===== config.mk =====
export PLATFORM = sky130hd
export DESIGN_NAME = scroll_v_multi
export DESIGN_NICKNAME = d
export VERILOG_FILES = /design/src/rtl/scroll_pkg.sv /design/src/rtl/bcd_counter.sv /design/src/rtl/scroll_v_multi.sv
export SDC_FILE = /design/constraint.sdc
export NUM_CORES = 1
export LEC_CHECK = 0
export ABC_CLOCK_PERIOD_IN_PS = 11150
export BUFFER_PORTS_ARGS = -buffer_cell sky130_fd_sc_hd__buf_2
export CORE_ASPECT_RATIO = 0.7
export CORE_UTILIZATION = 66
export CTS_CLUSTER_DIAMETER = 30
export CTS_CLUSTER_SIZE = 30
export DETAILED_ROUTE_END_ITERATION = 7
export HOLD_SLACK_MARGIN = 0.03
export PLACE_DENSITY = 0.87
export SETUP_SLACK_MARGIN = 0.1
export SYNTH_ARGS = -nofsm -noshare
export SYNTH_HDL_FRONTEND = slang
export SYNTH_SLANG_ARGS = --single-unit

===== constraint.sdc =====
create_clock -name clk -period 11.15 [get_ports clk]
set_input_delay 1.6725 -clock clk [delete_from_list [all_inputs] [get_ports clk]]
set_output_delay 1.6725 -clock clk [all_outputs]
set_load 0.005 [all_outputs]

===== src/rtl/scroll_pkg.sv =====
// Shared constants and types for the multi-layer vertical scroll block.
package scroll_pkg;

  localparam int POS_W_DEF    = 10;
  localparam int SCREEN_H_DEF = 480;
  localparam int LEVEL_W      = 4;

  typedef logic [3:0] bcd_digit_t;

  localparam bcd_digit_t BCD_NINE = 4'd9;

endpackage


===== src/rtl/bcd_counter.sv =====
// Saturating packed-BCD up-counter. Holds at all nines; flags each real increment.
module bcd_counter
  import scroll_pkg::*;
#(
  parameter int DIGITS = 3
) (
  input  logic                  clk,
  input  logic                  reset,
  input  logic                  inc,
  output logic [DIGITS*4-1:0]   value,
  output logic                  saturated,
  output logic                  incremented
);

  logic [DIGITS*4-1:0] next_value;

  // Ripple a decimal carry up from digit 0 and detect the all-nines ceiling.
  always_comb begin
    logic       carry;
    bcd_digit_t digit;
    // NOTE: every variable gets a value before any branch, so no latch is inferred.
    next_value = value;
    saturated  = 1'b1;
    carry      = 1'b1;
    for (int i = 0; i < DIGITS; i++) begin
      digit = value[i*4 +: 4];
      if (digit != BCD_NINE) saturated = 1'b0;
      if (carry) begin
        if (digit == BCD_NINE) begin
          next_value[i*4 +: 4] = '0;
        end else begin
          next_value[i*4 +: 4] = digit + 4'd1;
          carry                = 1'b0;
        end
      end
    end
  end

  // Register the count; the incremented flag is high for the cycle the new value appears.
  always_ff @(posedge clk) begin
    // NOTE: state is updated with non-blocking assignments so every flop samples pre-edge values.
    if (reset) begin
      value       <= '0;
      incremented <= 1'b0;
    end else begin
      incremented <= 1'b0;
      if (inc && !saturated) begin
        value       <= next_value;
        incremented <= 1'b1;
      end
    end
  end

endmodule


===== src/rtl/scroll_v_multi.sv =====
// Multi-layer parallax vertical scroller with pause, modulo wrap, BCD score and speed levels.
module scroll_v_multi
  import scroll_pkg::*;
#(
  parameter int N_LAYERS     = 2,
  parameter int POS_W        = POS_W_DEF,
  parameter int SCREEN_H     = SCREEN_H_DEF,
  parameter int STEP         = 2,
  parameter int TICK_CYCLES  = 250000,
  parameter int LEVEL_DEC    = 25000,
  parameter int MIN_TICK     = 50000,
  parameter int SCORE_TICKS  = 100,
  parameter int SCORE_DIGITS = 3,
  parameter int LEVEL_SCORE  = 10,
  parameter int MAX_LEVEL    = 7
) (
  input  logic                         clk,
  input  logic                         reset,
  input  logic                         move_btn,
  input  logic                         dir,
  input  logic                         pause,
  output logic [N_LAYERS*POS_W-1:0]    y_pos,
  output logic [SCORE_DIGITS*4-1:0]    score,
  output logic [LEVEL_W-1:0]           level,
  output logic                         tick,
  output logic                         score_pulse
);

  localparam int CTR_W = $clog2(TICK_CYCLES + 1);
  localparam int SCW   = $clog2(SCORE_TICKS + 1);
  localparam int PW    = $clog2(LEVEL_SCORE + 1);
  localparam int AW    = POS_W + 1;
  localparam logic [AW-1:0] SCR = AW'(SCREEN_H);

  logic             move_active;
  logic             run;
  logic [CTR_W-1:0] ctr;
  logic [CTR_W-1:0] period_m1;
  logic             tick_now;
  logic [SCW-1:0]   score_ctr;
  logic             score_inc;
  logic             score_sat;
  logic [PW-1:0]    points;

  assign run       = move_active & ~pause;
  assign tick_now  = run && (ctr >= period_m1);
  assign score_inc = tick_now && (score_ctr == SCW'(SCORE_TICKS - 1));

  // Step period shrinks with level down to a floor.
  always_comb begin
    int p;
    p = TICK_CYCLES - int'(level) * LEVEL_DEC;
    if (p < MIN_TICK) p = MIN_TICK;
    period_m1 = CTR_W'(p - 1);
  end

  // Register the button, run the step-period counter and emit the tick pulse.
  always_ff @(posedge clk) begin
    if (reset) begin
      move_active <= 1'b0;
      ctr         <= '0;
      tick        <= 1'b0;
    end else begin
      move_active <= move_btn;
      tick        <= 1'b0;
      if (!move_active) begin
        ctr <= '0;
      end else if (!pause) begin
        if (tick_now) begin
          ctr  <= '0;
          tick <= 1'b1;
        end else begin
          ctr <= ctr + CTR_W'(1);
        end
      end
    end
  end

  // Per-layer position registers; layer k moves STEP*(k+1) per tick and wraps modulo SCREEN_H.
  for (genvar k = 0; k < N_LAYERS; k++) begin : g_layer
    localparam logic [AW-1:0] AMT = AW'(STEP * (k + 1));

    logic [POS_W-1:0] pos_q;
    logic [AW-1:0]    cur;
    logic [AW-1:0]    fwd;
    logic [AW-1:0]    back;
    logic [AW-1:0]    nxt;

    assign cur  = {1'b0, pos_q};
    assign fwd  = cur + AMT;
    assign back = cur + SCR - AMT;

    // Select the wrapped or plain result for the sampled direction.
    always_comb begin
      nxt = fwd;
      if (!dir) begin
        if (fwd >= SCR) nxt = fwd - SCR;
      end else begin
        nxt = (cur < AMT) ? back : cur - AMT;
      end
    end

    // Update this layer on each tick.
    always_ff @(posedge clk) begin
      if (reset)         pos_q <= '0;
      else if (tick_now) pos_q <= POS_W'(nxt);
    end

    assign y_pos[k*POS_W +: POS_W] = pos_q;
  end

  // Count ticks toward the next score point; retained across release and pause.
  always_ff @(posedge clk) begin
    if (reset) begin
      score_ctr <= '0;
    end else if (tick_now) begin
      if (score_inc) score_ctr <= '0;
      else           score_ctr <= score_ctr + SCW'(1);
    end
  end

  // Every LEVEL_SCORE score points raise the level, saturating at MAX_LEVEL.
  always_ff @(posedge clk) begin
    if (reset) begin
      points <= '0;
      level  <= '0;
    end else if (score_inc && !score_sat) begin
      if (points == PW'(LEVEL_SCORE - 1)) begin
        points <= '0;
        if (level != LEVEL_W'(MAX_LEVEL)) level <= level + LEVEL_W'(1);
      end else begin
        points <= points + PW'(1);
      end
    end
  end

  bcd_counter #(
    .DIGITS (SCORE_DIGITS)
  ) u_score (
    .clk         (clk),
    .reset       (reset),
    .inc         (score_inc),
    .value       (score),
    .saturated   (score_sat),
    .incremented (score_pulse)
  );

endmodule


Word level (Yosys, flattened, before mapping)
Cells that the tools add are included.
{"block": "totals", "rom_bits": 0, "word_cells": 80, "latchBits": 0, "n_memories": 0, "mem_bits_rw": 0, "reg_bits": 68}
{"block": "op_classes", "order_cmp": 6, "eq_ne": 9, "mux": 21, "bitwise_logic": 3, "addsub": 19, "n_reduce_logical": 9, "n_mul": 1, "shift": 0, "div": 0}
{"cell": "2-to-1 mux 10 bit", "count": 6}
{"cell": "2-to-1 mux 18 bit", "count": 2}
{"cell": ">= comparator 11 x 9 -> 1 bit (second input constant)", "count": 2}
{"cell": "adder 10 x 9 -> 10 bit (second input constant)", "count": 2}
{"cell": "adder 4 x 1 -> 4 bit (second input constant)", "count": 5}
{"cell": "< comparator 20 x 17 -> 1 bit (second input constant)", "count": 1}
{"cell": "subtractor 10 x 2 -> 10 bit (second input constant)", "count": 2}
{"cell": "subtractor 10 x 3 -> 10 bit (second input constant)", "count": 2}
{"cell": "subtractor 10 x 9 -> 10 bit (second input constant)", "count": 2}
{"cell": "subtractor 18 x 19 -> 20 bit (first input constant)", "count": 1}
{"cell": "adder 18 x 1 -> 18 bit (second input constant)", "count": 1}
{"cell": ">= comparator 18 bit", "count": 1}
{"cell": "subtractor 18 x 2 -> 18 bit (second input constant)", "count": 1}
{"cell": "equality test 4 bit (second input constant)", "count": 4}
{"cell": "multiplier 4 x 12 -> 16 bit (second input constant)", "count": 1}
{"cell": "2-to-1 mux 4 bit", "count": 4}
{"cell": "!= test 4 bit (second input constant)", "count": 3}
{"cell": "adder 10 x 2 -> 11 bit (second input constant)", "count": 1}
{"cell": "adder 10 x 3 -> 11 bit (second input constant)", "count": 1}
{"cell": "< comparator 10 x 2 -> 1 bit (second input constant)", "count": 1}
{"cell": "< comparator 10 x 3 -> 1 bit (second input constant)", "count": 1}
{"cell": "2-to-1 mux 1 bit", "count": 8}
{"cell": "adder 7 x 1 -> 7 bit (second input constant)", "count": 1}
{"cell": "equality test 7 bit (second input constant)", "count": 1}
{"cell": "other kinds (10)", "count": 14}

Longest topological paths before layout
Gate-level depths: netlist of the first run.
{"block": "depth", "word_depth": 10, "depth_mapped": 33, "ltp_nobuf": 30}

By module
A second synthesis of the first run with hierarchy kept.
{"block": "unflattened", "cells_unflattened": 698, "area_unflattened_um2": 5496.5}
{"mod": "scroll_v_multi", "n_inst": 1, "area_per_inst_um2": 4803.4, "cells_each": 623, "seq_area_each_um2": 1041.0}
{"mod": "bcd_counter", "n_inst": 1, "area_per_inst_um2": 693.2, "cells_each": 75, "seq_area_each_um2": 260.2}

Least setup slack after synthesis of the first run
OpenSTA, ideal clock, no wires.
{"block": "synth_path", "path_type": "flip-flop to flip-flop", "start": "reg level[2]", "end": "reg g_layer[0].pos_q[2]", "slack_ns": 4.333, "required_time_ns": 11.064, "path_stages_with_launch": 33, "arrival_time_ns": 6.731, "n_path_buf": 3, "synth_period_minus_slack_ns": 6.817, "cell_sequence": "dfxtp_1 -> inv_1 -> ha_1 -> inv_1 -> ha_1 -> ha_1 -> a21o_1 -> a221oi_4 -> xor2_2 -> and3_1 -> a32o_2 -> a21o_1 -> o31ai_2 -> and2_1 -> buf_6 -> and2b_1 -> ha_1 -> o21ai_0 -> nor4_1 -> nand2_1 -> a21oi_1 -> xnor2_1 -> nand2_1 -> ha_1 -> nand4_1 -> or2_2 -> o22ai_1 -> o21ai_0 -> nor3b_1 -> clkbuf_1 -> clkbuf_1 -> nor2_1 -> a211oi_1"}
{"block": "synth_via", "elab_chain_len": 7}
{"element": "start, declared", "line": "scroll_v_multi.sv:24", "rtl": "output logic [LEVEL_W-1:0] level,"}
{"element": "start signal, assigned", "line": "scroll_v_multi.sv:130", "rtl": "if (level != LEVEL_W'(MAX_LEVEL)) level <= level + LEVEL_W'(1);"}
{"element": "multiplier 4 x 12 -> 16 bit *", "line": "scroll_v_multi.sv:52", "rtl": "p = TICK_CYCLES - int'(level) * LEVEL_DEC;"}
{"element": "subtractor 18 x 19 -> 20 bit *", "line": "scroll_v_multi.sv:52"}
{"element": "< comparator 20 x 17 -> 1 bit", "line": "scroll_v_multi.sv:53", "rtl": "if (p < MIN_TICK) p = MIN_TICK;"}
{"element": "2-to-1 mux 18 bit *", "line": "scroll_v_multi.sv:53"}
{"element": "subtractor 18 x 2 -> 18 bit *", "line": "scroll_v_multi.sv:54", "rtl": "period_m1 = CTR_W'(p - 1);"}
{"element": ">= comparator 18 bit *", "line": "scroll_v_multi.sv:46", "rtl": "assign tick_now = run && (ctr >= period_m1);"}
{"element": "logical AND 1 bit *", "line": "scroll_v_multi.sv:46"}
{"element": "end signal, assigned", "line": "scroll_v_multi.sv:106", "rtl": "else if (tick_now) pos_q <= POS_W'(nxt);"}
{"element": "end, declared", "line": "scroll_v_multi.sv:83", "rtl": "logic [POS_W-1:0] pos_q;"}
Mark *: on every way between the ends. The rest lies on a longest branch, timed or not.
A chain may end at the register's enable or synchronous reset.

Worst setup path after layout of the first run
{"block": "layout_path", "start": "reg level[2]", "end": "reg points[1]"}
{"block": "layout_via", "elab_chain_len": 9}
{"element": "multiplier 4 x 12 -> 16 bit *", "line": "scroll_v_multi.sv:52"}
{"element": "subtractor 18 x 19 -> 20 bit *", "line": "scroll_v_multi.sv:52"}
{"element": "< comparator 20 x 17 -> 1 bit", "line": "scroll_v_multi.sv:53"}
{"element": "2-to-1 mux 18 bit *", "line": "scroll_v_multi.sv:53"}
{"element": "subtractor 18 x 2 -> 18 bit *", "line": "scroll_v_multi.sv:54"}
{"element": ">= comparator 18 bit *", "line": "scroll_v_multi.sv:46"}
{"element": "logical AND 1 bit *", "line": "scroll_v_multi.sv:46"}
{"element": "logical AND 1 bit *", "line": "scroll_v_multi.sv:47", "rtl": "assign score_inc = tick_now && (score_ctr == SCW'(SCORE_TICKS - 1));"}
{"element": "logical AND 1 bit *", "line": "scroll_v_multi.sv:127", "rtl": "end else if (score_inc && !score_sat) begin"}
{"element": "end signal, assigned", "line": "scroll_v_multi.sv:132", "rtl": "points <= points + PW'(1);"}
{"element": "end, declared", "line": "scroll_v_multi.sv:43", "rtl": "logic [PW-1:0] points;"}
Marked as above.

==> run_results.csv, run 1 <==
group,metric,value,unit
grt,gr-usage-all-layers,0.310,
finish,diodes,0,
floorplan,die_width,108,µm
clocking,cts_buffers,9,
floorplan,initial_core_util,0.697,
sta,final.setup.tns,0,ns
floorplan,rows,26,
routing,vias,4856,
sta,max_freq,126,MHz
routing,drc,0,
placement,io_buffers,39,
sta,maxSlewViolCount,0,
placement,dp_hpwl,9070,µm
critical_path,slowest_stage,"nor2_1",
finish,multi_input_area,3680,µm²
critical_path,cp_num_buf_inv,3,
sta,setup_viol,0,
sta,finClkSkew,0.00580,ns
critical_path,crit_family,"simple AND/OR/NAND/NOR gates",
finish,fillerInstances,541,
power_and_ir_drop,cellPowerDensity,92.6,nW/µm²
clocking,cts_tree,"yes",
sta,hold_viol,0,
yosys,synth-async-reset-ratio,0,
yosys,syn_area_per_cell,7.99,µm²
sta,slew_headroom,0.444,
critical_path,cp_num_cells,31,
clocking,htreeDepth,3,
clocking,hold_buffers,0,
sta,fin_crit_sh,0.713,
finish,regArea,1300,µm²
critical_path,r2r_end,"points[1]",
finish,areaGrowthSynthToFinish,9.28,%
sta,rsz0062_at_grt,"false",
routing,routedWlPerCell,16.0,µm
yosys,ys_seq_area_frac,0.249,
critical_path,cpMostUsedCell,"ha_1",
floorplan,die_h,76.4,µm
floorplan,coreArea,7480,µm²
grt,grt_antenna_before_repair,0,
clocking,clock_latency,0.33,ns
critical_path,r2r_slack,3.20,ns
power_and_ir_drop,ir_drop,0.123,mV
critical_path,crit_arrival,8.21,ns
run,cap_violations,0,
yosys,synth_edf_count,0,
finish,drive_gt1_frac,0.106,
routing,wl,12400,µm
grt,grt_max_degree,46,
grt,grt_pass1_wl,20400,µm
critical_path,worstSetupStartpoint,"level[2]",
placement,globalplace.congestion,0.907,
grt,first_global_vias,4230,
yosys,synth_area_leaders,"dfxtp_1, ha_1, xnor2_1",
critical_path,rr_startpoint,"level[2]",
clocking,clock_sinks,65,
finish,postLayoutCoreUtil,0.762,
power_and_ir_drop,p_leak,0.00252,µW
critical_path,rr_worst_depth,31,
clocking,root_buffer,"clkbuf_16",
status,status,"finished, final reports clean",
critical_path,endpoint_kind,"flip-flop",
yosys,synth_ff_type,"dfxtp_1",
clocking,cts_setup_buffers,0,
critical_path,cp-endpoint,"points[1]",
sta,worst_slack,3.20,ns
yosys,synth_most_common_cell,"nor2_1",
yosys,ys_ff_latch,65,
clocking,ctsResizeCount,0,
yosys,synth_area,5220,µm²
yosys,ys_warn_count,0,
grt,overflow,0,
yosys,synth_top_cell_by_area,"dfxtp_1",
critical_path,cp-start-kind,"flip-flop",
clocking,clkTransAtPathRegs,0.06,ns
sta,timing.hold.ws,0.508,ns
routing,antenna_left,0,
yosys,synth_top_area_share,0.249,
clocking,cts.path.max_buffers,2,
routing,firstDrtPassIters,5,
yosys,yosysUniqueCellTypes,69,
placement,dp_slack,3.27,ns
yosys,synth_common_cells,"nor2_1, dfxtp_1, nand2_1, ha_1",
critical_path,crit_path_max_incr_delay,0.59,ns
floorplan,pin_count,43,
sta,period_needed,7.95,ns
yosys,syn_inst,653,
critical_path,critical_path_class,"flip-flop to flip-flop",
min_path,hp-class,"flip-flop to flip-flop",
sta,worst_pin_slew,0.835,ns
finish,fin_nets,723,
floorplan,die_area,8270,µm²
routing,drt-initial-drc-count,396,
critical_path,cp.required,11.41,ns
critical_path,critPathMaxFanout,15,
routing,avgViaCountPerCell,6.26,
cell usage in the layout, fill, tap and decap left out, types with 7 or more instances in the layout:
master / netlist / final
mux2i_1: 10 / 10
buf_2: 7 / 39
clkbuf_16: 0 / 9
a21o_1: 10 / 10
o21ai_0: 30 / 30
and2_1: 8 / 8
a21oi_1: 22 / 22
inv_1: 21 / 21
nor2_1: 71 / 71
ha_1: 45 / 45
a31oi_1: 8 / 8
nand3_1: 37 / 37
nand4_1: 12 / 12
xnor2_1: 43 / 43
nand2_1: 49 / 49
xor2_1: 43 / 43
dfxtp_1: 65 / 65
nor2b_1: 12 / 12
nor4_1: 7 / 7
or3_1: 7 / 7
and3_1: 18 / 18
a211oi_1: 8 / 8
nor3_1: 14 / 14
sequential cells by signal (all words and copies together), names as in the netlist:
register	flops
move_active	1
g_layer.pos_q	17
level	4
tick	1
points	4
u_score.incremented	1
ctr	18
score_ctr	7
u_score.value	12
per-stage QoR:
step                      cells  cell area [µm²]  power, µW
final                       776             5700        528
after detailed placement    760             5400        248
after floorplan             655             5220        246
after global routing        776             5700        540
after CTS                   776             5700        530
after global placement      760             5400        247
worst min-delay path: cells and delay by family, from the launching register on:
family / cells / cell delay [ns]
flip-flops: 1 / 0.33
AND/OR/NAND/NOR: 1 / 0.07
AO/OA/AOI/OAI: 1 / 0.05
per-layer routing:
layer  up-vias  track usage  share of wire
li1       2363            -              -
met1      2283        0.444           0.49
met2       197        0.468           0.43
met3        13       0.0676          0.071
met4         0       0.0811          0.011
met5         -            0              0
kinds of logic (layout without fill, tap and decap cells):
logic type / count (synthesis) / count (layout) / synth area share
buf+inv: 56 / 79 / 0.0477
flops: 65 / 65 / 0.249
compound gates: 123 / 123 / 0.169
simple gates: 265 / 265 / 0.256
other cells: 1 / 3 / 0.000719
xor+xnor: 87 / 87 / 0.148
mux: 11 / 11 / 0.0213
fa+ha+maj: 45 / 45 / 0.108
how the worst min path moves through the flow:
stage,from,to,slack (ns),cells past startpoint
after CTS,points[3],points[3],0.50,2
after global routing,u_score.value[3],u_score.value[3],0.55,2
after global placement,move_active,ctr[1],0.46,2
after floorplan,move_active,ctr[1],0.45,2
final,ctr[1],ctr[1],0.51,2
after detailed placement,points[3],points[3],0.49,2
layout make-up:
cell class	instances	share of cell area
Clock buffer	10	0.0419
Sequential cell	65	0.228
Inverter	22	0.0145
Multi-Input combinational cell	534	0.645
Timing Repair Buffer	41	0.0369
Clock inverter	6	0.0116
Tap cell	98	0.0215
power breakdown:
part	switching (µW)	leakage [µW]	total (µW)	internal [µW]
combinational	7.68	0.00186	10.2	2.55
clock	105	0.000141	284	179
sequential	0.304	0.000524	233	233
total	113	0.00252	528	414
No activity file was read; power rests on OpenSTA's default activity.
==> run 2, diff against run 1 <==
ABC_CLOCK_PERIOD_IN_PS = 6900   (was 11150)
CORE_UTILIZATION = 55   (was 66)
PLACE_DENSITY = 0.77   (was 0.87)
clock period = 6.9 ns   (was 11.15 ns; I/O delays follow)
==> run 2 against run 1 <==
Clock power is 60% higher. First-iteration DRC count rose by 18%. Sequential share of layout area is 2.2 points lower. Non-clock buffer count rose by 32. Largest cell class unchanged. Core utilization shrank 7.1 points. Register-to-register slack got worse by 2.9 ns.
==> run_results.csv, run 2 (synthesis results as in run 1) <==
group,metric,value,unit
status,status,"finished, final reports clean",
run,cap_violations,0,
floorplan,initial_core_util,0.570,
critical_path,rr_worst_depth,30,
routing,drt-initial-drc-count,466,
routing,routedWlPerCell,16.1,µm
finish,largest_reg_flops,18,
critical_path,rr_startpoint,"level[1]",
clocking,clock_sinks,65,
finish,regMostFlops,"ctr",
floorplan,pin_count,43,
grt,grt_antenna_before_repair,0,
floorplan,rows,29,
finish,areaGrowthSynthToFinish,21.2,%
grt,grt_pass1_wl,20900,µm
routing,vias,4891,
critical_path,critPathMaxFanout,29,
sta,fin_crit_sh,0.962,
clocking,clock_latency,0.34,ns
sta,max_freq,151,MHz
critical_path,crit_arrival,6.90,ns
routing,firstDrtPassIters,5,
power_and_ir_drop,combinationalPowerShare,0.020,
placement,dp_slack,-0.273,ns
sta,worst_slack,0.264,ns
floorplan,die_width,118,µm
critical_path,slowest_stage,"dfxtp_2",
sta,period_needed,6.64,ns
clocking,cts_buffers,9,
finish,diodes,0,
floorplan,coreArea,9140,µm²
critical_path,cp.required,7.17,ns
sta,finClkSkew,0.0102,ns
power_and_ir_drop,swShare,0.213,
finish,drive_gt1_frac,0.209,
clocking,htreeDepth,3,
placement,dp_cells,806,
critical_path,critical_path_class,"flip-flop to flip-flop",
critical_path,endpoint_kind,"flip-flop",
finish,final_area,6320,µm²
critical_path,cp-start-kind,"flip-flop",
power_and_ir_drop,internal_power,667,µW
sta,final.setup.tns,0,ns
power_and_ir_drop,pwr-share-seq,0.445,
clocking,cts.path.max_buffers,2,
clocking,root_buffer,"clkbuf_16",
min_path,holdPathEnd,"u_score.value[3]",
finish,fin_nets,755,
sta,maxSlewViolCount,0,
power_and_ir_drop,p_leak,0.00272,µW
floorplan,die_area,9880,µm²
min_path,hp-class,"flip-flop to flip-flop",
grt,first_global_vias,4371,
sta,slew_headroom,0.444,
power_and_ir_drop,cellPowerDensity,134,nW/µm²
clocking,cts_tree,"yes",
placement,io_buffers,39,
placement,dp_hpwl,9360,µm
finish,reg_top3,"ctr (18), g_layer.pos_q (17), u_score.value (12)",
placement,dpl-instance-area,5590,µm²
sta,timing.hold.ws,0.510,ns
placement,globalplace.congestion,0.914,
finish,final_cells,833,
routing,drc,0,
min_path,min_from,"u_score.value[3]",
critical_path,crit_path_max_incr_delay,0.39,ns
power_and_ir_drop,p_clk_frac,0.536,
finish,mostFrequentLayoutCell,"nor2_1",
power_and_ir_drop,net-switching-power,180,µW
min_path,hold_depth,2,
finish,mostFrequentLayoutCells,"nor2_1, dfxtp_1, nand2_1",
routing,avgViaCountPerCell,5.87,
critical_path,r2r_end,"g_layer[0].pos_q[6]",
routing,wl,13400,µm
power_and_ir_drop,ir_drop,0.152,mV
grt,grt_max_degree,46,
critical_path,r2r_slack,0.26,ns
floorplan,die_h,83.5,µm
grt,overflow,0,
sta,hold_viol,0,
sta,setup_viol,0,
clocking,clkTransAtPathRegs,0.06,ns
routing,antenna_left,0,
grt,gr-usage-all-layers,0.259,
sta,worst_pin_slew,0.835,ns
## run 2: critical path: cells and delay by family (launching register included)
family / cells / cell delay, ns
compound gates: 11 / 2.17
fa+ha+maj: 5 / 1.25
simple gates: 9 / 1.77
buf+inv: 2 / 0.41
flops: 1 / 0.39
xor+xnor: 3 / 0.57
## run 2: worst max path at each step
stage / cells past startpoint / endpoint / slack [ns] / from
after floorplan: 32 / g_layer[0].pos_q[6] / 0.13 / level[2]
after global placement: 31 / u_score.value[11] / 0.10 / level[2]
after detailed placement: 32 / u_score.value[11] / -0.27 / level[1]
after CTS: 32 / u_score.value[11] / 0.10 / level[1]
after global routing: 30 / u_score.value[11] / -0.08 / level[1]
final: 30 / g_layer[0].pos_q[6] / 0.26 / level[1]
## run 2: layout make-up
class	instances	area, µm²
fillers	752	2820
multi-input cells	534	4020
repair buffers	73	467
well taps	124	155
flip-flops and latches	65	1310
clock buffers	10	239
inverters	22	82.6
clock inverters	5	56.3
## run 2: metrics by stage
| stage | total power (µW) | utilization |
|---|---|---|
| 6_report | 847 | 0.691 |
| 5_1_grt | 866 | 0.691 |
| 4_1_cts | 851 | 0.650 |
| 3_5_place_dp | 401 | 0.611 |
| 3_3_place_gp | 400 | 0.611 |
| 2_1_floorplan | 397 | - |
## run 2: layer usage
layer	track usage	up-vias	wire, µm
met2	0.399	137	6020
li1	-	2421	-
met4	0.0633	0	163
met5	0	-	0
met3	0.0505	18	637
met1	0.372	2315	6600
## run 2: timing repair
| action | CTS | global route |
|---|---|---|
| resized for setup | 7 | 54 |
| gates cloned | 0 | 0 |
| hold buffers | 0 | 0 |
| buffers inserted | 3 | 9 |
| pin swaps | 4 | 28 |
| endpoints found under the setup margin | 51 | 58 |
## run 2: power groups by stage
stage / logic [µW] / clock network [µW] / registers [µW]
finish: 16.8 / 454 / 377
global placement: 15.7 / 0 / 385
floorplan: 12.8 / 0 / 384
global route: 18.6 / 471 / 377
detailed placement: 16.2 / 0 / 385
CTS: 16.3 / 458 / 377
